### src/rtl/uart_receiver.sv
// uart_receiver: 8N1 serial receiver with valid/ready output,
// framing-error and overrun pulses.
module uart_receiver #(
  parameter int CLKS_PER_BIT = 104,
  parameter int SYNC_STAGES  = 2
) (
  input  logic       clock,
  input  logic       reset,
  input  logic       uart_rx,
  output logic [7:0] rx_data,
  output logic       rx_valid,
  input  logic       rx_ready,
  output logic       frame_err,
  output logic       overrun,
  output logic       busy
);

  localparam int CW = $clog2(CLKS_PER_BIT);
  localparam logic [CW-1:0] FULL =
    CW'(CLKS_PER_BIT - 1);
  localparam logic [CW-1:0] HALF =
    CW'(CLKS_PER_BIT / 2 - 1);

  typedef enum logic [2:0] {
    IDLE,
    START,
    DATA,
    STOP,
    BRK
  } state_t;

  state_t state, state_n;

  logic [SYNC_STAGES-1:0] sync_q;
  logic                   rxs;
  logic                   rxs_q;
  logic [CW-1:0]          cnt, cnt_n;
  logic [2:0]             bidx, bidx_n;
  logic [7:0]             shreg, shreg_n;
  logic                   done;
  logic                   ferr;
  logic                   load;

  assign rxs  = sync_q[SYNC_STAGES-1];
  assign busy = (state != IDLE);
  assign load = done & (~rx_valid | rx_ready);

  always_comb begin
    state_n = state;
    cnt_n   = cnt + 1'b1;
    bidx_n  = bidx;
    shreg_n = shreg;
    done    = 1'b0;
    ferr    = 1'b0;
    unique case (state)
      IDLE: begin
        cnt_n = '0;
        // edge-detect cycle is the first low cycle of the start bit
        if (rxs_q && !rxs) begin
          state_n = START;
          cnt_n   = CW'(1);
        end
      end
      START: begin
        if (cnt == HALF) begin
          cnt_n   = '0;
          bidx_n  = '0;
          state_n = rxs ? IDLE : DATA;
        end
      end
      DATA: begin
        if (cnt == FULL) begin
          cnt_n   = '0;
          shreg_n = {rxs, shreg[7:1]};
          bidx_n  = bidx + 3'd1;
          if (bidx == 3'd7) begin
            state_n = STOP;
          end
        end
      end
      STOP: begin
        if (cnt == FULL) begin
          cnt_n = '0;
          if (rxs) begin
            done    = 1'b1;
            state_n = IDLE;
          end else begin
            ferr    = 1'b1;
            state_n = BRK;
          end
        end
      end
      BRK: begin
        cnt_n = '0;
        if (rxs) begin
          state_n = IDLE;
        end
      end
      default: begin
        cnt_n   = '0;
        state_n = IDLE;
      end
    endcase
  end

  always_ff @(posedge clock) begin
    if (reset) begin
      state  <= IDLE;
      sync_q <= '1;
      rxs_q  <= 1'b1;
      cnt    <= '0;
      bidx   <= '0;
      shreg  <= '0;
    end else begin
      state  <= state_n;
      sync_q <= {sync_q[SYNC_STAGES-2:0], uart_rx};
      rxs_q  <= rxs;
      cnt    <= cnt_n;
      bidx   <= bidx_n;
      shreg  <= shreg_n;
    end
  end

  always_ff @(posedge clock) begin
    if (reset) begin
      rx_data   <= '0;
      rx_valid  <= 1'b0;
      frame_err <= 1'b0;
      overrun   <= 1'b0;
    end else begin
      frame_err <= ferr;
      overrun   <= done & ~load;
      if (load) begin
        rx_data  <= shreg;
        rx_valid <= 1'b1;
      end else if (rx_valid && rx_ready) begin
        rx_valid <= 1'b0;
      end
    end
  end

endmodule

### config.mk
export PLATFORM = sky130hd
export DESIGN_NAME = uart_receiver
export DESIGN_NICKNAME = d
export VERILOG_FILES = /design/src/rtl/uart_receiver.sv
export SDC_FILE = /design/constraint.sdc
export NUM_CORES = 1
export LEC_CHECK = 0
export CAP_MARGIN = 0
export CELL_PAD_IN_SITES_DETAIL_PLACEMENT = 0
export CELL_PAD_IN_SITES_GLOBAL_PLACEMENT = 2
export CORE_ASPECT_RATIO = 2
export CORE_MARGIN = 2
export CORE_UTILIZATION = 37
export DETAILED_ROUTE_END_ITERATION = 7
export PLACE_DENSITY = 0.9
export SLEW_MARGIN = 40
export SYNTH_ARGS = -nofsm -noshare
export SYNTH_HDL_FRONTEND = slang
export SYNTH_SLANG_ARGS = --single-unit
### constraint.sdc
create_clock -name clock -period 4.6 [get_ports clock]
set_input_delay 0.69 -clock clock [delete_from_list [all_inputs] [get_ports clock]]
set_output_delay 0.69 -clock clock [all_outputs]
set_load 0.1 [all_outputs]
== After elaboration in Yosys (flattened, before gate mapping) ==
Index checks and enable logic that the tools add are counted.
Widths: inputs -> output; s select.

* Flip-flop bits (word level): 35
* Output and inout port bits: 12

* Mux-type cells: 22
* Equal/unequal tests: 13
* Add/subtract/negate cells: 2
* Reductions and logical operators: 12
* Bitwise gates (word level): 7

{| class="wikitable"
|+ Operators by type and width
! operator !! number
|-
| $mux 3 || 9
|-
| $pmux 7 s3 || 1
|-
| $pmux 3 s5 || 1
|-
| $mux 7 || 2
|-
| $ne 2x2->1 const B || 6
|-
| $add 7x1->7 const B || 1
|-
| $eq 7x6->1 const B || 1
|-
| $eq 7x7->1 const B || 1
|-
| $mux 1 || 7
|-
| $eq 3x2->1 const B || 2
|-
| $eq 3x3->1 const B || 2
|-
| $pmux 3 s2 || 1
|-
| $reduce_and 6->1 || 1
|-
| $not 1->1 || 4
|-
| $reduce_bool 2->1 || 2
|-
| $add 3x1->3 const B || 1
|-
| $eq 3x1->1 const B || 1
|-
| $logic_not 3->1 || 1
|-
| $reduce_and 3->1 || 1
|-
| $reduce_bool 3->1 || 1
|-
| $reduce_or 3->1 || 1
|-
| $and 1x1->1 || 2
|-
| $logic_and 1x1->1 || 2
|-
| $mux 2 || 1
|-
| 4 further kinds || 4
|}

== Depth between registers and ports, before layout ==
* Word-level depth: 6
* Gate-level depth with buffers: 6
* Gate-level depth less buffers: 5

== Worst setup path before layout ==
OpenSTA, ideal clock, no wires.

* Path type: reg-to-output
* From: register state[1]
* To: output port busy
* Data arrival time: 1.262 ns
* Setup slack: 2.648 ns
* Required time: 3.910 ns
* Cell stages (with the launch flop): 3
* Cell sequence: dfxtp_1 > clkbuf_1 > or3_1

* Longest elaborated chain between the ends: 1

{| class="wikitable"
|+ Ends and longest elaborated chain
! item !! line !! text
|-
| start: declaration || 32 || <nowiki>state_t state, state_n;</nowiki>
|-
| start signal: assignment || 115 || <nowiki>state <= state_n;</nowiki>
|-
| $reduce_bool 3->1 || 45 || <nowiki>assign busy = (state != IDLE);</nowiki>
|-
| end: declaration || 15 || <nowiki>output logic busy</nowiki>
|}

No other way between the ends.

== Worst setup path in the final report ==
* From: input port rx_ready
* To: register rx_data[6]

* Longest elaborated chain between the ends: 2

{| class="wikitable"
|+ Ends and longest elaborated chain
! item !! line !! text
|-
| start: declaration || 12 || <nowiki>input logic rx_ready,</nowiki>
|-
| $or 1x1->1 || 46 || <nowiki>assign load = done & (~rx_valid | rx_ready);</nowiki>
|-
| $and 1x1->1 || 46 ||
|-
| end signal: assignment || 134 || <nowiki>rx_data <= shreg;</nowiki>
|-
| end: declaration || 10 || <nowiki>output logic [7:0] rx_data,</nowiki>
|}

No other way between the ends.
A chain may end at the register's enable or synchronous reset.

==> results.json <==
{
  "vias": 1062,
  "drt_iter0_markers": 14,
  "period_share_pct": 45.3,
  "cts-root-buf": "clkbuf_8",
  "die_w_microns": 48.4,
  "synth-seq-cells": 35,
  "clk_pin_slew_ns": 0.08,
  "max-cap-violations": 0,
  "power.share.clock_pct": 41.4,
  "end_kind": "flop",
  "path_class": "input pin to flop",
  "syn_inst": 150,
  "grt_pass1_vias": 1085,
  "place_area_sq_um": 1590,
  "crit_arrival_ns": 2.25,
  "p_leak_uw": 0.000727,
  "die_area_sq_um": 4490,
  "fillers": 399,
  "num_rows": 32,
  "multi_input_area_sq_um": 732,
  "crit_fanout": 8,
  "antenna_left": 0,
  "fin_area_sq_um": 1680,
  "sequentialPowerShare_pct": 55.7,
  "synth_fp_nets": 157,
  "setup_slack_ns": 2.52,
  "wire_per_inst_microns": 13.1,
  "worst_clock_skew_ns": 0.00489,
  "cp.required_ns": 4.77,
  "first_pass_iters": 4,
  "cts_buffers": 5,
  "grt_overflow_total": 0,
  "setup_viol": 0,
  "rsz0062_at_grt": "no",
  "pwr-share-comb_pct": 2.9,
  "p_int_uw": 418,
  "grt_start_max_net_pins": 28,
  "syn-cell-area_sq_um": 1460,
  "drc_errors": 0,
  "antenna_found_initial": 0,
  "cts_max_level": 2,
  "dp_slack_ns": 1.87,
  "start_kind": "input pin",
  "clk_latency_ns": 0.29,
  "fin_total_pwr_uw": 551,
  "slew-limit-headroom_pct": 50.8,
  "nets": 172,
  "mostFrequentLayoutCell": "dfxtp_1",
  "syn_area_per_cell_sq_um": 9.72,
  "diodes": 0,
  "die_y_microns": 92.8,
  "syn2layout_area_growth_pct": 15.1,
  "synth_edf_count": 0,
  "place_hpwl_microns": 2140,
  "start_util_pct": 38.3,
  "yosysSeqAreaShare_pct": 48.1,
  "vias_per_cell": 4.89,
  "cts_tree": "yes",
  "clk_path_buf_depth": 2,
  "final-max-slew-violation-count": 0,
  "yosysUniqueCellTypes": 33,
  "grt_pass1_wl_microns": 5100,
  "final_util_pct": 44.1,
  "final_cell_mix": "dfxtp_1 (35), nor2_1 (28), mux2i_1 (19)",
  "vdd_ir_drop_max_uv": 209,
  "status": "finished, final reports clean",
  "register_area_sq_um": 701,
  "yosys_warnings": 0,
  "fin_crit_ns": 2.08,
  "fmax_mhz": 480,
  "synthFlopType": "dfxtp_1",
  "grtUsageTotal_pct": 14.9,
  "cts.repair.resized": 0,
  "cts_sinks": 35,
  "switching_share_pct": 24.0,
  "tns_ns": 0,
  "worst_pin_slew_ns": 0.736,
  "drive_gt1_share_pct": 18.7,
  "synthArstFlopShare_pct": 0,
  "p_switching_uw": 132,
  "io_buffers": 15,
  "hold_viol_final": 0,
  "gp_congestion": 0.793,
  "hold_class": "flop to flop",
  "ctsHoldBuffers": 0,
  "boundaryPins": 16,
  "core_region_area_sq_um": 3800,
  "postCtsSetupBuffers": 0,
  "cellPowerDensity_nw_per_um2": 328,
  "wl_microns": 2830
}
## through the flow
step | cells | hold slack (ns)
floorplan | 150 | 0.389
global placement | 209 | 0.393
detailed placement | 209 | 0.402
CTS | 217 | 0.421
global route | 217 | 0.429
finish | 217 | 0.419
## power by group through the flow
stage                     sequential (uW)  clock (uW)  combinational, uW
after floorplan                       313           0               13.2
after global placement                314           0               16.3
after detailed placement              314           0               16.3
after CTS                             307         235               16.3
after global routing                  307         247               17.4
final                                 307         228               15.8
## critical path, cell delays in order
cell,delay (ns)
clkdlybuf4s50_1,0.44
nand2b_1,0.15
nor4b_4,0.64
mux2i_1,0.28
nor2_1,0.05
## sequential cells by signal (all words and copies together) (netlist names)
register / cells
frame_err: 1
shreg: 8
cnt: 7
rx_valid: 1
overrun: 1
rxs_q: 1
sync_q: 2
state: 3
rx_data: 8
bidx: 3
## kinds of logic (layout without fill, tap and decap cells)
kind of cell             count (synthesis)  in the layout  share of synthesized area, %
AND/OR/NAND/NOR                         67             67                          24.7
flip-flops                              35             35                          48.1
multiplexers                            19             19                          13.0
AO/OA/AOI/OAI                           14             14                          6.44
buffers and inverters                    8             24                          2.75
XOR/XNOR                                 4              4                          2.40
adder cells (fa/ha/maj)                  3              3                          2.58
## synth_stat cells (2+ instances only)
cell type / number / area [sq um]
or2_2: 4 / 25.0
nand2b_1: 9 / 56.3
dfxtp_1: 35 / 701
nor3_1: 3 / 15.0
ha_1: 3 / 37.5
buf_2: 2 / 10.0
nor2_1: 28 / 105
nand3b_1: 3 / 22.5
mux2i_1: 19 / 190
o21a_1: 2 / 15.0
o21ai_0: 3 / 15.0
a21oi_1: 4 / 20.0
nand3_1: 3 / 15.0
xor2_1: 3 / 26.3
clkbuf_1: 4 / 15.0
nand2_1: 8 / 30.0
## per-layer routing
| metal | wire length [microns] | GRT usage (%) | part of all wire (%) |
|---|---|---|---|
| met1 | 1060 | 15.0 | 38 |
| met2 | 1610 | 28.1 | 57 |
| met3 | 103 | 3.87 | 3.6 |
| met4 | 56 | 6.43 | 2.0 |
| met5 | 0 | 0 | 0 |
## final timing paths
kind,slack [ns],end,cells after the start,start
setup / recovery,2.52,rx_data[6],5,rx_ready
hold / removal,0.42,sync_q[1],1,sync_q[0]
setup reg to reg,2.53,rx_data[6],5,cnt[0]
hold reg to reg,0.42,sync_q[1],1,sync_q[0]
## cell type report
cell class,count,share of cell area (%)
Multi-Input combinational cell,107,43.6
Sequential cell,35,41.8
Timing Repair Buffer,15,5.07
Clock buffer,5,4.10
Tap cell,51,3.80
Clock inverter,3,1.42
Inverter,1,0.224
No activity file was read; power rests on OpenSTA's default activity.
